[config.mk]
export PLATFORM = sky130hd
export DESIGN_NAME = bm_rd_sched_flat
export DESIGN_NICKNAME = d
export VERILOG_FILES = /design/src/rtl/bm_rd_sched_pkg.sv /design/src/rtl/bm_rd_sched_if.sv /design/src/rtl/bm_rd_sched_rr_arb2.sv /design/src/rtl/bm_rd_sched.sv /design/src/flat_wrapper.sv
export SDC_FILE = /design/constraint.sdc
export NUM_CORES = 1
export LEC_CHECK = 0
export BUFFER_PORTS_ARGS = -buffer_cell sky130_fd_sc_hd__buf_2
export CAP_MARGIN = 20
export CORE_MARGIN = 3
export CORE_UTILIZATION = 37
export DETAILED_ROUTE_END_ITERATION = 8
export PLACE_DENSITY = 0.81
export RECOVER_POWER = 25
export SYNTH_ARGS = -nofsm -noshare
export SYNTH_HDL_FRONTEND = slang
export SYNTH_SLANG_ARGS = --single-unit
[constraint.sdc]
create_clock -name clk -period 2.45 [get_ports clk]
set_clock_uncertainty 0.05 [all_clocks]
set_input_delay 0.1225 -clock clk [delete_from_list [all_inputs] [get_ports clk]]
set_output_delay 0.1225 -clock clk [all_outputs]
set_load 0.02 [all_outputs]
[src/rtl/bm_rd_sched_pkg.sv]
// Shared types for the bias-memory read scheduler. The BM_* sizing macros normally
// come from the shared incl.vh; the fallbacks below keep a standalone build complete.
`ifndef BM_DATA_WIDTH
`define BM_DATA_WIDTH 32
`endif
`ifndef BM_DEPTH
`define BM_DEPTH 512
`endif
`ifndef BM_NUM_PIPE
`define BM_NUM_PIPE 1
`endif

package bm_rd_sched_pkg;

    typedef enum logic {
        ST_IDLE  = 1'b0,
        ST_BURST = 1'b1
    } sched_state_t;

    typedef struct packed {
        logic valid;
        logic id;
        logic last;
    } rd_tag_t;

    localparam rd_tag_t TAG_NONE = '{valid: 1'b0, id: 1'b0, last: 1'b0};

    function automatic logic [1:0] id_to_onehot(input logic id);
        return id ? 2'b10 : 2'b01;
    endfunction

endpackage

[src/rtl/bm_rd_sched_if.sv]
// Requester-side bus of the BM read scheduler: two burst requesters plus the tagged response stream.
interface bm_rd_sched_if #(
    parameter int AW         = 9,
    parameter int DATA_WIDTH = 32
);
    logic [1:0]            req_valid;
    logic [1:0]            req_ready;
    logic [2*AW-1:0]       req_addr;
    logic [2*AW-1:0]       req_len;
    logic                  rsp_valid;
    logic                  rsp_id;
    logic                  rsp_last;
    logic [DATA_WIDTH-1:0] rsp_data;

    modport master (
        output req_valid, req_addr, req_len,
        input  req_ready, rsp_valid, rsp_id, rsp_last, rsp_data
    );

    modport slave (
        input  req_valid, req_addr, req_len,
        output req_ready, rsp_valid, rsp_id, rsp_last, rsp_data
    );

endinterface

[src/rtl/bm_rd_sched_rr_arb2.sv]
// Two-way round-robin grant; the pointer moves to the loser only when a grant is actually taken.
module rr_arb2
    import bm_rd_sched_pkg::*;
(
    input  logic       clk,
    input  logic       rst,
    input  logic       accept_en,
    input  logic [1:0] req,
    output logic [1:0] grant,
    output logic       grant_id,
    output logic       grant_any
);

    logic rr_ptr;

    always_comb begin
        grant_id = rr_ptr;
        case (req)
            2'b01:   grant_id = 1'b0;
            2'b10:   grant_id = 1'b1;
            default: grant_id = rr_ptr;
        endcase
        grant_any = accept_en & (|req);
        grant     = grant_any ? id_to_onehot(grant_id) : 2'b00;
    end

    always_ff @(posedge clk) begin
        if (rst) begin
            rr_ptr <= 1'b0;
        end else if (grant_any) begin
            rr_ptr <= ~grant_id;
        end
    end

endmodule

[src/rtl/bm_rd_sched.sv]
// BM read scheduler: arbitrates two burst requesters onto the single BM read port and tags returns.
// Optional BM_RD_SCHED_COLLISION_CHK_EN stalls a read whose address is being written that cycle.
module bm_rd_sched
    import bm_rd_sched_pkg::*;
#(
    parameter int  DATA_WIDTH = `BM_DATA_WIDTH,
    parameter int  DEPTH      = `BM_DEPTH,
    parameter int  RD_LAT     = `BM_NUM_PIPE + 1,
    localparam int AW         = $clog2(DEPTH)
) (
    input  logic                  clk,
    input  logic                  rst,
    bm_rd_sched_if.slave          bus,
    input  logic                  ld_wr_en,
    input  logic [AW-1:0]         ld_wr_addr,
    input  logic [DATA_WIDTH-1:0] ld_din,
    output logic                  mem_rd_en,
    output logic [AW-1:0]         mem_rd_addr,
    input  logic [DATA_WIDTH-1:0] mem_dout,
    output logic                  mem_wr_en,
    output logic [AW-1:0]         mem_wr_addr,
    output logic [DATA_WIDTH-1:0] mem_din,
    output logic                  busy
);

    sched_state_t state, state_nxt;
    logic          cur_id;
    logic [AW-1:0] cur_addr;
    logic [AW-1:0] beats_left;
    logic          stall, issue, last_issue, accept_en;
    logic [1:0]    grant;
    logic          grant_id, grant_any;
    logic [AW-1:0] sel_addr, sel_len;
    rd_tag_t       tag_pipe [RD_LAT];
    logic          any_inflight;

`ifdef BM_RD_SCHED_COLLISION_CHK_EN
    assign stall = (state == ST_BURST) && ld_wr_en && (ld_wr_addr == cur_addr);
`else
    assign stall = 1'b0;
`endif

    // The cycle issuing the final beat doubles as an accept point so bursts chain without bubbles.
    assign issue      = (state == ST_BURST) && !stall;
    assign last_issue = issue && (beats_left == '0);
    assign accept_en  = (state == ST_IDLE) || last_issue;

    rr_arb2 u_arb (
        .clk       (clk),
        .rst       (rst),
        .accept_en (accept_en),
        .req       (bus.req_valid),
        .grant     (grant),
        .grant_id  (grant_id),
        .grant_any (grant_any)
    );

    assign sel_addr = grant_id ? bus.req_addr[2*AW-1:AW] : bus.req_addr[AW-1:0];
    assign sel_len  = grant_id ? bus.req_len[2*AW-1:AW]  : bus.req_len[AW-1:0];

    always_ff @(posedge clk) begin
        if (rst) begin
            state <= ST_IDLE;
        end else begin
            state <= state_nxt;
        end
    end

    always_comb begin
        state_nxt = state;
        case (state)
            ST_IDLE:  if (grant_any) state_nxt = ST_BURST;
            ST_BURST: if (last_issue && !grant_any) state_nxt = ST_IDLE;
            default:  state_nxt = ST_IDLE;
        endcase
    end

    always_ff @(posedge clk) begin
        if (rst) begin
            cur_id     <= 1'b0;
            cur_addr   <= '0;
            beats_left <= '0;
        end else if (grant_any) begin
            cur_id     <= grant_id;
            cur_addr   <= sel_addr;
            beats_left <= sel_len;
        end else if (issue) begin
            cur_addr   <= cur_addr + 1'b1;
            beats_left <= beats_left - 1'b1;
        end
    end

    // Tags travel alongside the BRAM read latency so each returning word knows its owner.
    always_ff @(posedge clk) begin
        if (rst) begin
            for (int i = 0; i < RD_LAT; i++) tag_pipe[i] <= TAG_NONE;
        end else begin
            tag_pipe[0] <= '{valid: issue, id: cur_id, last: last_issue};
            for (int i = 1; i < RD_LAT; i++) tag_pipe[i] <= tag_pipe[i-1];
        end
    end

    always_comb begin
        any_inflight = 1'b0;
        for (int i = 0; i < RD_LAT; i++) any_inflight = any_inflight | tag_pipe[i].valid;
    end

    always_comb begin
        mem_rd_en     = issue;
        mem_rd_addr   = cur_addr;
        mem_wr_en     = ld_wr_en;
        mem_wr_addr   = ld_wr_addr;
        mem_din       = ld_din;
        bus.req_ready = grant;
        bus.rsp_valid = tag_pipe[RD_LAT-1].valid;
        bus.rsp_id    = tag_pipe[RD_LAT-1].id;
        bus.rsp_last  = tag_pipe[RD_LAT-1].last;
        bus.rsp_data  = mem_dout;
        busy          = (state == ST_BURST) || any_inflight;
    end

endmodule

[src/flat_wrapper.sv]
// flat-port wrapper written by rule: the top's interface ports become plain ports
module bm_rd_sched_flat import bm_rd_sched_pkg::*;
#(
    parameter int  DATA_WIDTH = `BM_DATA_WIDTH,
    parameter int  DEPTH      = `BM_DEPTH,
    parameter int  RD_LAT     = `BM_NUM_PIPE + 1,
    localparam int AW         = $clog2(DEPTH)
)
  (clk, rst, ld_wr_en, ld_wr_addr, ld_din, mem_rd_en, mem_rd_addr, mem_dout, mem_wr_en, mem_wr_addr, mem_din, busy, bus_req_valid, bus_req_addr, bus_req_len, bus_req_ready, bus_rsp_valid, bus_rsp_id, bus_rsp_last, bus_rsp_data);
  bm_rd_sched_if #(.AW((9)), .DATA_WIDTH(DATA_WIDTH)) bus_i ();
  input  logic clk;
  input  logic rst;
  input  logic ld_wr_en;
  input  logic [AW-1:0] ld_wr_addr;
  input  logic [DATA_WIDTH-1:0] ld_din;
  output logic mem_rd_en;
  output logic [AW-1:0] mem_rd_addr;
  input  logic [DATA_WIDTH-1:0] mem_dout;
  output logic mem_wr_en;
  output logic [AW-1:0] mem_wr_addr;
  output logic [DATA_WIDTH-1:0] mem_din;
  output logic busy;
  input wire logic [$bits(bus_i.req_valid)-1:0] bus_req_valid;
  input wire logic [$bits(bus_i.req_addr)-1:0] bus_req_addr;
  input wire logic [$bits(bus_i.req_len)-1:0] bus_req_len;
  output wire logic [$bits(bus_i.req_ready)-1:0] bus_req_ready;
  output wire logic [$bits(bus_i.rsp_valid)-1:0] bus_rsp_valid;
  output wire logic [$bits(bus_i.rsp_id)-1:0] bus_rsp_id;
  output wire logic [$bits(bus_i.rsp_last)-1:0] bus_rsp_last;
  output wire logic [$bits(bus_i.rsp_data)-1:0] bus_rsp_data;
  assign bus_i.req_valid = bus_req_valid;
  assign bus_i.req_addr = bus_req_addr;
  assign bus_i.req_len = bus_req_len;
  assign bus_req_ready = bus_i.req_ready;
  assign bus_rsp_valid = bus_i.rsp_valid;
  assign bus_rsp_id = bus_i.rsp_id;
  assign bus_rsp_last = bus_i.rsp_last;
  assign bus_rsp_data = bus_i.rsp_data;
  bm_rd_sched #(.DATA_WIDTH(DATA_WIDTH), .DEPTH(DEPTH), .RD_LAT(RD_LAT)) u_core (.clk(clk), .rst(rst), .bus(bus_i), .ld_wr_en(ld_wr_en), .ld_wr_addr(ld_wr_addr), .ld_din(ld_din), .mem_rd_en(mem_rd_en), .mem_rd_addr(mem_rd_addr), .mem_dout(mem_dout), .mem_wr_en(mem_wr_en), .mem_wr_addr(mem_wr_addr), .mem_din(mem_din), .busy(busy));
endmodule
* Yosys cells after proc, flatten, opt, wreduce, memory -nomap -nowiden
Memory sizes are Yosys's and may differ from the RTL's.
Index checks and enable logic that the tools add are counted.
** Storage, ports and cells
- Bits in registers :: 21
- Latch bits :: 0
- RAM bits :: 6
- Memory bits (read-only) :: 0
- Bits of input ports :: 114
- Output and inout port bits :: 90
- Logic and storage cells :: 41
- Memories kept :: 1
** Memory list
- u_core.tag_pipe :: depth 2, bits a word 3, rd ports 2, clocked after memory_dff 0, write ports 2, line bm_rd_sched.sv:34 : rd_tag_t tag_pipe [RD_LAT];
** Cells by class
- Add/subtract/negate cells :: 2
- Multiply operators :: 0
- Divide/modulo/power cells :: 0
- $lt $le $gt $ge :: 0
- Eq/ne operators :: 2
- Shift operators :: 0
- Mux-type cells :: 17
- Bitwise operators :: 6
- Reduce and logical (&&, ||, !) cells :: 8
** Operators by type and width (count)
- $mux W9 :: 6
- $add A9 B1 Y9 const B :: 1
- $logic_not A9 Y1 :: 1
- $sub A9 B1 Y9 const B :: 1
- $mux W3 :: 2
- $mux W1 :: 5
- $mux W2 :: 2
- $pmux W1 S2 :: 2
- $or A1 B1 Y1 :: 3
- $eq A2 B1 Y1 const B :: 1
- $eq A2 B2 Y1 const B :: 1
- $logic_and A1 B1 Y1 :: 2
- $logic_or A1 B1 Y1 :: 2
- $not A1 Y1 :: 2
- $reduce_bool A2 Y1 :: 1
- $reduce_or A2 Y1 :: 1
- $and A1 B1 Y1 :: 1
- $logic_not A1 Y1 :: 1

* Logic depth before layout (Yosys ltp)
Gate-level depths: netlist (run 1).
- Depth in word-level cells :: 8
- Mapped depth :: 8
- Gate-level depth less buffers :: 7

* Modules after synthesis
A second synthesis (run 1) with hierarchy kept.
** Unflattened totals
- Cells, all modules :: 242
- Area total of the unflattened synthesis :: 2082.0 µm²
** By module, submodules not included
- bm_rd_sched :: times used 1, cells an instance 226, area each 1941.9 µm², sequential area each 520.5 µm²
- rr_arb2 :: times used 1, cells an instance 16, area each 140.1 µm², sequential area each 20.0 µm²

* Worst setup path before layout (run 1)
Ideal clock, no wire load.
- Path kind :: flip-flop to output port
- From :: register u_core.beats_left[0]
- To :: output port bus_req_ready[1]
- Arrival :: 1.855 ns
- Data required time :: 2.277 ns
- Setup slack :: 0.423 ns
- Stages on the path, launching flop included :: 9
- Buffers on the path :: 2
- Cell sequence :: dfxtp_1 > inv_1 > ha_1 > or4b_1 > buf_2 > o21ai_2 > nand2_1 > buf_2 > nor2_1
** Between the ends
- Word-level cells in the longest chain between the ends :: 5
** Ends and longest elaborated chain
- start: declaration :: line bm_rd_sched.sv:29 : logic [AW-1:0] beats_left;
- start signal: assignment :: line bm_rd_sched.sv:86 : beats_left <= sel_len;
- start signal: assignment :: line bm_rd_sched.sv:89 : beats_left <= beats_left - 1'b1;
- $logic_not A9 Y1 :: line bm_rd_sched.sv:45 : assign last_issue = issue && (beats_left == '0);
- $logic_and A1 B1 Y1 :: line bm_rd_sched.sv:45
- $logic_or A1 B1 Y1 :: line bm_rd_sched.sv:46 : assign accept_en = (state == ST_IDLE) || last_issue;
- $and A1 B1 Y1 :: line bm_rd_sched_rr_arb2.sv:23 : grant_any = accept_en & (|req);
- $mux W2 :: line bm_rd_sched_rr_arb2.sv:24 : grant = grant_any ? id_to_onehot(grant_id) : 2'b00;
- end: declaration :: line flat_wrapper.sv:26 : output wire logic [$bits(bus_i.req_ready)-1:0] bus_req_ready;
No other way between the ends.

* Worst setup path after layout (run 1)
Same ends and word-level chain as after synthesis.

==> results.md, run 1 <==
- YS warnings: 0
- Die area: between 6000 and 7000 sq um
- Core area: 5570 sq um
- Total power: roughly 1.2 mW
- CP cell instances: inv_1, ha_1, or4b_4, o21ai_4, nand2_1, buf_4, nor2_1, buf_2
- Grt peak-use layer: met2
- Worst Setup End Kind: output port
- # Max-Cap Violations: 0
- Gr ovfl total: 0
- Num ports: 204
- CTS HTree Levels: 1
- Final Core Density: 36.6%
- Worst skew pair latency: 0.27 ns
- Delay-heaviest family, CP: simple AND/OR/NAND/NOR gates
- Clock slew at the register clock pins of the worst setup and hold paths: ~0.1 ns
- Placer Congestion: roughly 0.83
- Drt drc: 0
- Xor/xnor cell area share of the yosys netlist: under 10%
- Mapped Cells: 250
- Crit path launch type: flop
- Max Fclk: 433 MHz
- TritonCTS Sinks: 27
- Fin. Hold Viols: 0
- Adder-cell share of the synthesized area: around 2.3%
- CP arrival: 2.14 ns
- Total CTS buffers: 3
- CP peak stage delay: a little over 0.5 ns
- Avg Cell Area, Syn: 8.63 sq um
- CTS tree: yes
- Final wirelength: 4740 um
- CTS max path bufs: 2
- Ranking of synthesized cells by area: buf_4, dfxtp_1, a2111oi_2
- Cell with the largest stage delay on the worst path: or4b_4
- Met2 usage in global routing: between 20% and 30%
- Mux contribution to synthesized area: under 10%
- Number of synthesized flops with an enable pin: 0
- Core Rows: 27
- Final setup viols: 0
- Ys flop type: dfxtp_1
- Mapped Area: around 2200 sq um
- Worst rel slew slack: between 50% and 60%
- Share of layout cells above drive strength 1: 36.8%
- # diodes: 0
- Crit path max fanout: 12
- Initial Util: 38.7%
- Number of global-route vias before repair: between 1k and 1.5k
- Met3 GRT Util: under 10%
- P per Cell Area: 608 nW/um^2
- Post-Place Cells: a little under 300
- Met1 Usage GRT: 15.5%
- Post-DR wirelength/cell: approximately 16 um
- Crit path buffers/inverters: 3
- CTS Root Cell: clkbuf_8
- Die X: ~80 um
- Initial antenna violation count: 0
- IO buf count: 55
- Layout Nets: 350
- DP HPWL: between 3000 and 4000 um
- Post-synthesis cell type count: 37
- Average vias per placed instance: roughly 5.2
- Die Ht: roughly 82 um
- Ys async rst share: 0%
- Outcome: complete, no violations
- Setup_tns: 0 ns
- Crit share post-route: a little over nine tenths
- # fillers: between 500 and 600
- Synth Area in Compound Gates: roughly a fifth
- Global-route wire length before repair: ~7000 um
- Area delta synth->final: -5.45%
- Worst-Margin Slew: 0.626 ns
- Worst hold path type: in -> reg
- Post-synth top area share: 25.7%
- #FFs+latches synth: 27
- Sequential share of the synthesized area: 25.0%
- Vias: roughly 1.6k
- Final slew viol count: 0
- Commonest cells in the netlist: buf_4, dfxtp_1, nor2b_1
- Minimum clock period: between 2 and 2.5 ns
- Simple-Gate Fraction of Synth Area: ~15%
- Final ANT Viol Nets: 0
- CTS Hold Bufs: 0
- Post-Place Setup Slack: 0.268 ns
- Syn nets: 368
- Worst vdd ir: approximately 230 uV
- Combinational family with the most area after synthesis: buffers and inverters
- Final WS setup: 0.141 ns
- Crit path kind: reg -> out
- Lkg Pwr: between 0.7 and 0.8 nW
- Total GRT Usage: approximately 14%
- 1st-pass router iterations: 4
- Non-filler cells, final: between 300 and 400
- Synth area leader: buf_4
- DRT iter0 DRCs: 96
- Top-count cell post-synth: buf_4
- Largest net degree at the start of global routing: 28
- Worst EP required: around 2.3 ns
## cells by family (layout without fill, tap and decap cells)
family | count (synthesis) | count (layout)
muxes | 6 | 6
buffers and inverters | 97 | 78
and+or+nand+nor | 58 | 58
DFF | 27 | 27
xor gates and xnor gates | 13 | 13
adders and majority gates | 4 | 4
AOI/OAI and AO/OA | 45 | 45
## cell usage in the layout (no fill, tap or decap), types with 2 or more instances in the layout
cell type | synthesis | layout
xor2_1 | 6 | 6
clkbuf_8 | 0 | 3
nor4b_1 | 2 | 2
nand4_1 | 2 | 2
or3_1 | 5 | 5
a31oi_1 | 5 | 5
a2111oi_4 | 2 | 2
a21oi_1 | 3 | 3
a2111oi_0 | 4 | 4
nor2_1 | 9 | 9
a2111oi_2 | 7 | 7
buf_2 | 4 | 55
nand3_1 | 9 | 9
xnor2_1 | 7 | 7
ha_1 | 4 | 4
a211oi_1 | 13 | 13
dfxtp_1 | 27 | 27
nand2_1 | 8 | 8
buf_4 | 74 | 8
nor2b_1 | 16 | 16
o21ai_0 | 5 | 5
inv_1 | 10 | 10
nor3_1 | 4 | 4
mux2_2 | 5 | 5
## cell type report
class                   instances  area [sq um]  area share (%)
well taps                      72          90.1            4.41
repair buffers                 63           335            16.4
multi-input cells             126           987            48.4
flip-flops and latches         27           541            26.5
clock inverters                 1          5.00           0.245
inverters                      11          41.3            2.02
clock buffers                   3          41.3            2.02
## path summary, 6_finish.rpt
kind	from	to	slack, ns	cells after the start
setup / recovery	u_core.beats_left[0]	bus_req_ready[1]	0.14	8
hold / removal	bus_req_addr[8]	u_core.mem_rd_addr[8]	0.16	3
setup reg to reg	u_core.beats_left[0]	u_core.beats_left[3]	0.35	6
hold reg to reg	u_core.tag_pipe[0][1]	u_core.tag_pipe[0][4]	0.39	1
## sequential cells by signal, indices dropped and copies added, names as in the netlist
register and flops:
u_core.mem_rd_addr 9, u_core.beats_left 9, u_core.cur_id 1, u_core.tag_pipe 6, u_core.u_arb.rr_ptr 1, u_core.mem_rd_en 1
## layer usage
layer	vias to the layer above	wire length [um]
met4	0	120
met5	-	0
met2	73	2410
met1	730	1840
li1	754	-
met3	24	374
## report_power, final
part           internal [mW]  total, mW  switching (mW)  leakage, nW
sequential             0.493      0.547          0.0546        0.224
clock                  0.114      0.253           0.139       0.0255
combinational          0.200      0.440           0.241        0.547
total                  0.806       1.24           0.434        0.796
## stage by stage
stage               area [sq um]  hold WS, ns
floorplan                   2160        0.308
global placement            1980        0.195
detailed placement          1980        0.195
CTS                         2020        0.167
global route                2040        0.177
finish                      2040        0.161
## worst register-to-register path, cell delays in order, from the launching register on
cell and delay [ns]:
dfxtp_1 0.33, inv_1 0.07, ha_1 0.16, or4b_4 0.51
o21a_4 0.32, a2111oi_0 0.43, a211oi_1 0.09
## timing repair
item                       4_1_cts  5_1_grt
setup buffers                    0        1
gates resized for setup          0        2
setup endpoints to repair        0        1
Note: power is estimated with default switching activity, not from simulation.
==> inputs of run 2 (changes only) <==
--- a/config.mk
+++ b/config.mk
@@ -10,8 +10,9 @@
 export CORE_MARGIN = 3
 export CORE_UTILIZATION = 37
 export DETAILED_ROUTE_END_ITERATION = 8
-export PLACE_DENSITY = 0.81
+export PLACE_DENSITY = 0.9
 export RECOVER_POWER = 25
+export SETUP_SLACK_MARGIN = 0.2
 export SYNTH_ARGS = -nofsm -noshare
 export SYNTH_HDL_FRONTEND = slang
 export SYNTH_SLANG_ARGS = --single-unit
==> run 2 against run 1 <==
Effect of this change:
- non-clock buffer count down 3
- flip-flop and latch count unchanged
- register-to-register slack worse by 0.08 ns
- total power down 0.30%
- cell area down 0.43%
- combinational power down 0.9%
- via count up 0.51%
- die area unchanged
- critical endpoint is now u_core.beats_left[2]
- cell count down 0.99%
==> results.md, run 2 (synthesis gave the netlist of run 1 again) <==
- Gr ovfl total: 0 (unchanged)
- Post-Place Cells: 296 (-0.67%)
- Vias: 1589 (+0.51%)
- Post-Place Setup Slack: 0.232 ns (-0.0360 ns)
- Total CTS buffers: 3 (unchanged)
- Flop-to-flop setup slack: 0.27 ns (-0.08 ns)
- Lkg Pwr: 0.786 nW (-1.3%)
- Final Core Density: 36.5% (-0.16 points)
- Worst hold start: bus_req_addr[5]
- Number of global-route vias before repair: 1593 (+9.2%)
- Crit path buffers/inverters: 1 (-2)
- Initial Util: 38.7% (unchanged)
- Worst-Margin Slew: 0.692 ns (+0.0661 ns)
- R2R cell count: 6 (unchanged)
- Die area: 6790 sq um (unchanged)
- Worst hold path endpoint: u_core.mem_rd_addr[5]
- Worst EP required: 2.54 ns (+0.26 ns)
- Min-Delay Path Depth: 3 (unchanged)
- Final setup viols: 0 (unchanged)
- Worst Setup End Kind: flop
- Clock slew at the register clock pins of the worst setup and hold paths: 0.10 ns (about the same)
- CP peak stage delay: 0.52 ns (about the same)
- CP arrival: 2.27 ns (+0.13 ns)
- Global-route wire length before repair: 7380 um (+2.9%)
- Max Fclk: 459 MHz (+6.0%)
- CTS Hold Bufs: 0 (unchanged)
- Worst flop-to-flop path endpoint: u_core.beats_left[2]
- Worst vdd ir: 233 uV (+3.7%)
- Cell with the largest stage delay on the worst path: or4b_4
- Largest net degree at the start of global routing: 28 (unchanged)
- Crit path kind: reg -> reg
- Final wirelength: 4680 um (-1.3%)
- Worst skew pair latency: 0.27 ns (about the same)
- Num ports: 204 (unchanged)
- Core area: 5570 sq um (unchanged)
- Core Rows: 27 (unchanged)
- Area delta synth->final: -5.86%
- DP HPWL: 3720 um (+0.18%)
- Fin. Hold Viols: 0 (unchanged)
- Setup_tns: 0 ns (unchanged)
- Die Ht: 82.4 um (unchanged)
- 1st-pass router iterations: 5 (+1)
- Minimum clock period: 2.18 ns (-0.131 ns)
- Initial antenna violation count: 0 (unchanged)
- P per Cell Area: 609 nW/um^2 (+0.13%)
- Total GRT Usage: 14.1% (+0.22 points)
- CTS max path bufs: 2 (unchanged)
- Most frequent cells in the layout: buf_2, dfxtp_1, nor2b_1
- RSZ-0062 raised after global routing: yes
- Final WS setup: 0.272 ns (+0.131 ns)
- Total power: 1.24 mW (-0.30%)
- Die X: 82.4 um (unchanged)
- Worst rel slew slack: 53.2% (-4.5 points)
- Post-DR wirelength/cell: 15.6 um (-0.30%)
- Post-CTS setup repair buffer count: 0 (unchanged)
- Layout Nets: 347 (-0.86%)
- CTS tree: yes
- Final slew viol count: 0 (unchanged)
- CTS HTree Levels: 1 (unchanged)
- CTS Root Cell: clkbuf_8
- Outcome: complete, no violations
- IO buf count: 55 (unchanged)
- CP cell instances: inv_1, ha_1, or4b_4, o21a_4, a2111oi_0, a211oi_1
- Crit path max fanout: 14 (+2)
- Placer Congestion: 0.884 (+7.2%)
- DRT iter0 DRCs: 112 (+17%)
- Crit share post-route: 88.9% (-5.4 points)
- Final ANT Viol Nets: 0 (unchanged)
- Crit path launch type: flop
- Drt drc: 0 (unchanged)
- Average vias per placed instance: 5.30 (+1.5%)
- Non-filler cells, final: 300 (-0.99%)
- Share of layout cells above drive strength 1: 36.8% (+0.046 points)
- Worst hold path type: in -> reg
- # Max-Cap Violations: 0 (unchanged)
- Delay-heaviest family, CP: compound AO/OA/AOI/OAI gates
- # diodes: 0 (unchanged)
- Commonest non-fill, non-tap cell in the layout: buf_2
- TritonCTS Sinks: 27 (unchanged)
- Worst R2R Start: u_core.beats_left[0]
==> run 2: cell types whose count changed in the layout (fill, tap and decap cells not counted), sizes merged <==
cell  before  now
buf       63   60
==> run 2: area by class of cell <==
type / instances / area [sq um]
Clock buffer: 3 / 41.3
Clock inverter: 1 / 5.00
Sequential cell: 27 / 541
Tap cell: 72 / 90.1
Timing Repair Buffer: 60 / 313
Inverter: 11 / 41.3
Fill cell: 552 / 3540
Multi-Input combinational cell: 126 / 1000
==> run 2: through the flow <==
step                      hold WS [ns]  instance area [sq um]
after floorplan                  0.308                   2160
after global placement           0.195                   1960
after detailed placement         0.195                   1960
after CTS                        0.173                   2020
after global routing             0.195                   2030
final                            0.167                   2030
==> run 2: power breakdown <==
part,internal [mW],switching [mW]
Combinational,0.191,0.245
Clock,0.114,0.141
Sequential,0.493,0.0526
Total,0.798,0.439
==> run 2: how the worst max path moves through the flow <==
stage / start / to / slack [ns] / cells after the start
detailed placement: u_core.beats_left[0] / u_core.beats_left[3] / 0.23 / 6
floorplan: u_core.beats_left[0] / bus_req_ready[1] / 0.42 / 8
finish: u_core.beats_left[0] / u_core.beats_left[2] / 0.27 / 6
global route: u_core.beats_left[0] / u_core.beats_left[4] / 0.18 / 6
CTS: u_core.beats_left[0] / bus_req_ready[1] / 0.23 / 7
global placement: u_core.beats_left[0] / u_core.beats_left[4] / 0.35 / 6
==> run 2: layer usage <==
metal	up-vias	track usage, %	wire length, um
met2	83	24.4	2280
met4	0	9.80	202
met5	-	0	0
met3	30	3.04	396
li1	749	-	-
met1	727	15.1	1810
==> run 2: worst register-to-register path, cell delays in order, from the launching register on <==
cell,delay (ns)
dfxtp_1,0.33
inv_1,0.07
ha_1,0.16
or4b_4,0.52
o21a_4,0.33
a2111oi_0,0.47
a211oi_1,0.10
==> run 2: repair_timing <==
item	in CTS	in global routing
setup endpoints to repair	1	3
gates resized for setup	3	3
pin swaps	0	1
==> inputs of run 3 (changes only) <==
--- a/config.mk
+++ b/config.mk
@@ -8,9 +8,10 @@
 export BUFFER_PORTS_ARGS = -buffer_cell sky130_fd_sc_hd__buf_2
 export CAP_MARGIN = 20
 export CORE_MARGIN = 3
-export CORE_UTILIZATION = 37
+export CORE_UTILIZATION = 38
+export CTS_BUF_LIST = sky130_fd_sc_hd__clkbuf_8
 export DETAILED_ROUTE_END_ITERATION = 8
-export PLACE_DENSITY = 0.9
+export PLACE_DENSITY = 0.92
 export RECOVER_POWER = 25
 export SETUP_SLACK_MARGIN = 0.2
 export SYNTH_ARGS = -nofsm -noshare
==> run 3 against run 2 <==
Effect of this change:
- clock-buffer cell count unchanged
- worst setup slack improved by 0.022 ns
- wire length is 4.2% higher
- core utilization is 2.2 points higher
- first-iteration DRC count down 17%
- combinational power is 4.6% higher
- clock power hardly changed
- die area fell by 2.4%
- largest power group unchanged
- critical endpoint is now bus_req_ready[1]
- maximum frequency up 1.0%
==> results.md, run 3 (synthesis gave the netlist of run 1 again) <==
- Outcome: complete, no violations
- CTS Root Cell: clkbuf_8
- Worst rel slew slack: 57.4% (+4.2 points)
- CTS max path bufs: 2 (unchanged)
- Post-Place Setup Slack: 0.221 ns (-0.0106 ns)
- Core area: 5300 sq um (-4.9%)
- Crit share post-route: 88.0% (-0.90 points)
- Crit path kind: reg -> out
- DP HPWL: 3720 um (+0.14%)
- Final Instance Area: 2050 sq um (+0.80%)
- Die X: 81.4 um (-1.2%)
- P per Cell Area: 612 nW/um^2 (+0.56%)
- Vias: 1604 (+0.94%)
- Worst EP required: 2.28 ns (-0.26 ns)
- Max Fclk: 464 MHz (+1.0%)
- # Max-Cap Violations: 0 (unchanged)
- Final ANT Viol Nets: 0 (unchanged)
- Placed cell areas: 1970 sq um (+0.26%)
- Worst flop-to-flop path endpoint: u_core.beats_left[3]
- Area delta synth->final: -5.10%
- Post-DR wirelength/cell: 16.3 um (+4.2%)
- Worst-Margin Slew: 0.630 ns (-0.0627 ns)
- Setup_tns: 0 ns (unchanged)
- Minimum clock period: 2.16 ns (-0.0221 ns)
- Flop-to-flop setup slack: 0.31 ns (+0.04 ns)
- Worst hold path type: in -> reg
- Worst vdd ir: 204 uV (-13%)
- R2R cell count: 6 (unchanged)
- Average vias per placed instance: 5.35 (+0.94%)
- Final wirelength: 4880 um (+4.2%)
- Seq pwr share: 43.6% (-0.5 points)
- Worst Setup End Kind: output port
- Most frequent cells in the layout: buf_2, dfxtp_1, nor2b_1
- Crit path launch type: flop
- Gr ovfl total: 0 (unchanged)
- Fin. Hold Viols: 0 (unchanged)
- Initial Util: 40.7% (+2.0 points)
- Die Ht: 81.4 um (-1.2%)
- Initial antenna violation count: 0 (unchanged)
- CTS tree: yes
- Drt drc: 0 (unchanged)
- Num ports: 204 (unchanged)
- Placer Congestion: 0.864 (-2.3%)
- Total GRT Usage: 14.3% (+0.28 points)
- Global-route wire length before repair: 7380 um (unchanged)
- Total CTS buffers: 3 (unchanged)
- Clock network fraction of design power: 20.1% (-0.5 points)
- Worst R2R Start: u_core.beats_left[0]
- Layout Nets: 349 (+0.58%)
- Worst skew pair latency: 0.27 ns (about the same)
- Part of the power in combinational logic: 36.3% (+1.0 points)
- Commonest non-fill, non-tap cell in the layout: buf_2
- CP arrival: 1.98 ns (-0.29 ns)
- IO buf count: 55 (unchanged)
- Final slew viol count: 0 (unchanged)
- Worst hold start: bus_req_addr[2]
- Min-Delay Path Depth: 3 (unchanged)
- Die area: 6620 sq um (-2.4%)
- Cell Int Power: 0.810 mW (+1.5%)
- Final WS setup: 0.294 ns (+0.0221 ns)
- Share of layout cells above drive strength 1: 37.4% (+0.55 points)
- # diodes: 0 (unchanged)
- Crit path max fanout: 10 (-4)
- 1st-pass router iterations: 4 (-1)
- CTS HTree Levels: 1 (unchanged)
- Largest net degree at the start of global routing: 28 (unchanged)
- Sw frac: 35.4% (-0.064 points)
- Core Rows: 26 (-3.7%)
- Lkg Pwr: 0.796 nW (+1.2%)
- Number of global-route vias before repair: 1560 (-2.1%)
- DRT iter0 DRCs: 93 (-17%)
- Clock slew at the register clock pins of the worst setup and hold paths: 0.09 ns (about the same)
- Net Switching: 0.444 mW (+1.2%)
- RSZ-0062 raised after global routing: yes
- Worst hold path endpoint: u_core.mem_rd_addr[2]
- TritonCTS Sinks: 27 (unchanged)
- Final setup viols: 0 (unchanged)
## run 3: power by group through the flow
stage | logic [mW] | registers, mW | clock network, mW
after floorplan | 0.455 | 0.571 | 0
after global placement | 0.417 | 0.551 | 0
after detailed placement | 0.430 | 0.554 | 0
after CTS | 0.438 | 0.545 | 0.251
after global routing | 0.501 | 0.553 | 0.274
final | 0.456 | 0.546 | 0.252
## run 3: critical path, stage by stage (launching register included)
cell and delay, ns:
dfxtp_1 0.33, inv_1 0.08, ha_1 0.17, or4b_4 0.53, o21ai_4 0.20, nand2_4 0.12
nor2_1 0.10, buf_2 0.17
## run 3: cell type report
type / count / area (sq um)
Sequential cell: 27 / 541
Fill cell: 533 / 3250
Clock buffer: 3 / 41.3
Multi-Input combinational cell: 126 / 1000
Inverter: 11 / 41.3
Clock inverter: 1 / 5.00
Tap cell: 70 / 87.6
Timing Repair Buffer: 62 / 330
## run 3: how the worst max path moves through the flow
| stage | slack [ns] | start | end |
|---|---|---|---|
| 6_report | 0.29 | u_core.beats_left[0] | bus_req_ready[1] |
| 5_1_grt | 0.19 | u_core.beats_left[0] | bus_req_ready[1] |
| 4_1_cts | 0.23 | u_core.beats_left[0] | bus_req_ready[1] |
| 3_5_place_dp | 0.22 | u_core.beats_left[0] | u_core.mem_rd_addr[4] |
| 3_3_place_gp | 0.34 | u_core.beats_left[0] | u_core.cur_id |
| 2_1_floorplan | 0.42 | u_core.beats_left[0] | bus_req_ready[1] |
## run 3: what timing repair did
action	in CTS	in global routing
gates cloned	0	0
buffers inserted	0	1
hold buffers	0	0
endpoints found under the setup margin	1	4
pin swaps	0	1
resized for setup	2	6
hold endpoints to repair	0	0
## run 3: per-stage QoR
stage,hold slack (ns),power [mW],util [%],std cells
final,0.170,1.25,38.6,300
after global routing,0.175,1.33,38.6,300
after detailed placement,0.195,0.985,37.1,295
after CTS,0.179,1.23,38.1,299
after floorplan,0.308,1.03,-,250
after global placement,0.195,0.968,37.1,295
## run 3: per-layer routing
| metal | GRT usage [%] | routed length (um) | vias up |
|---|---|---|---|
| met1 | 16.8 | 1850 | 748 |
| met5 | 0 | 0 | - |
| met2 | 24.3 | 2470 | 75 |
| met3 | 2.88 | 422 | 28 |
| li1 | - | - | 753 |
| met4 | 7.94 | 140 | 0 |
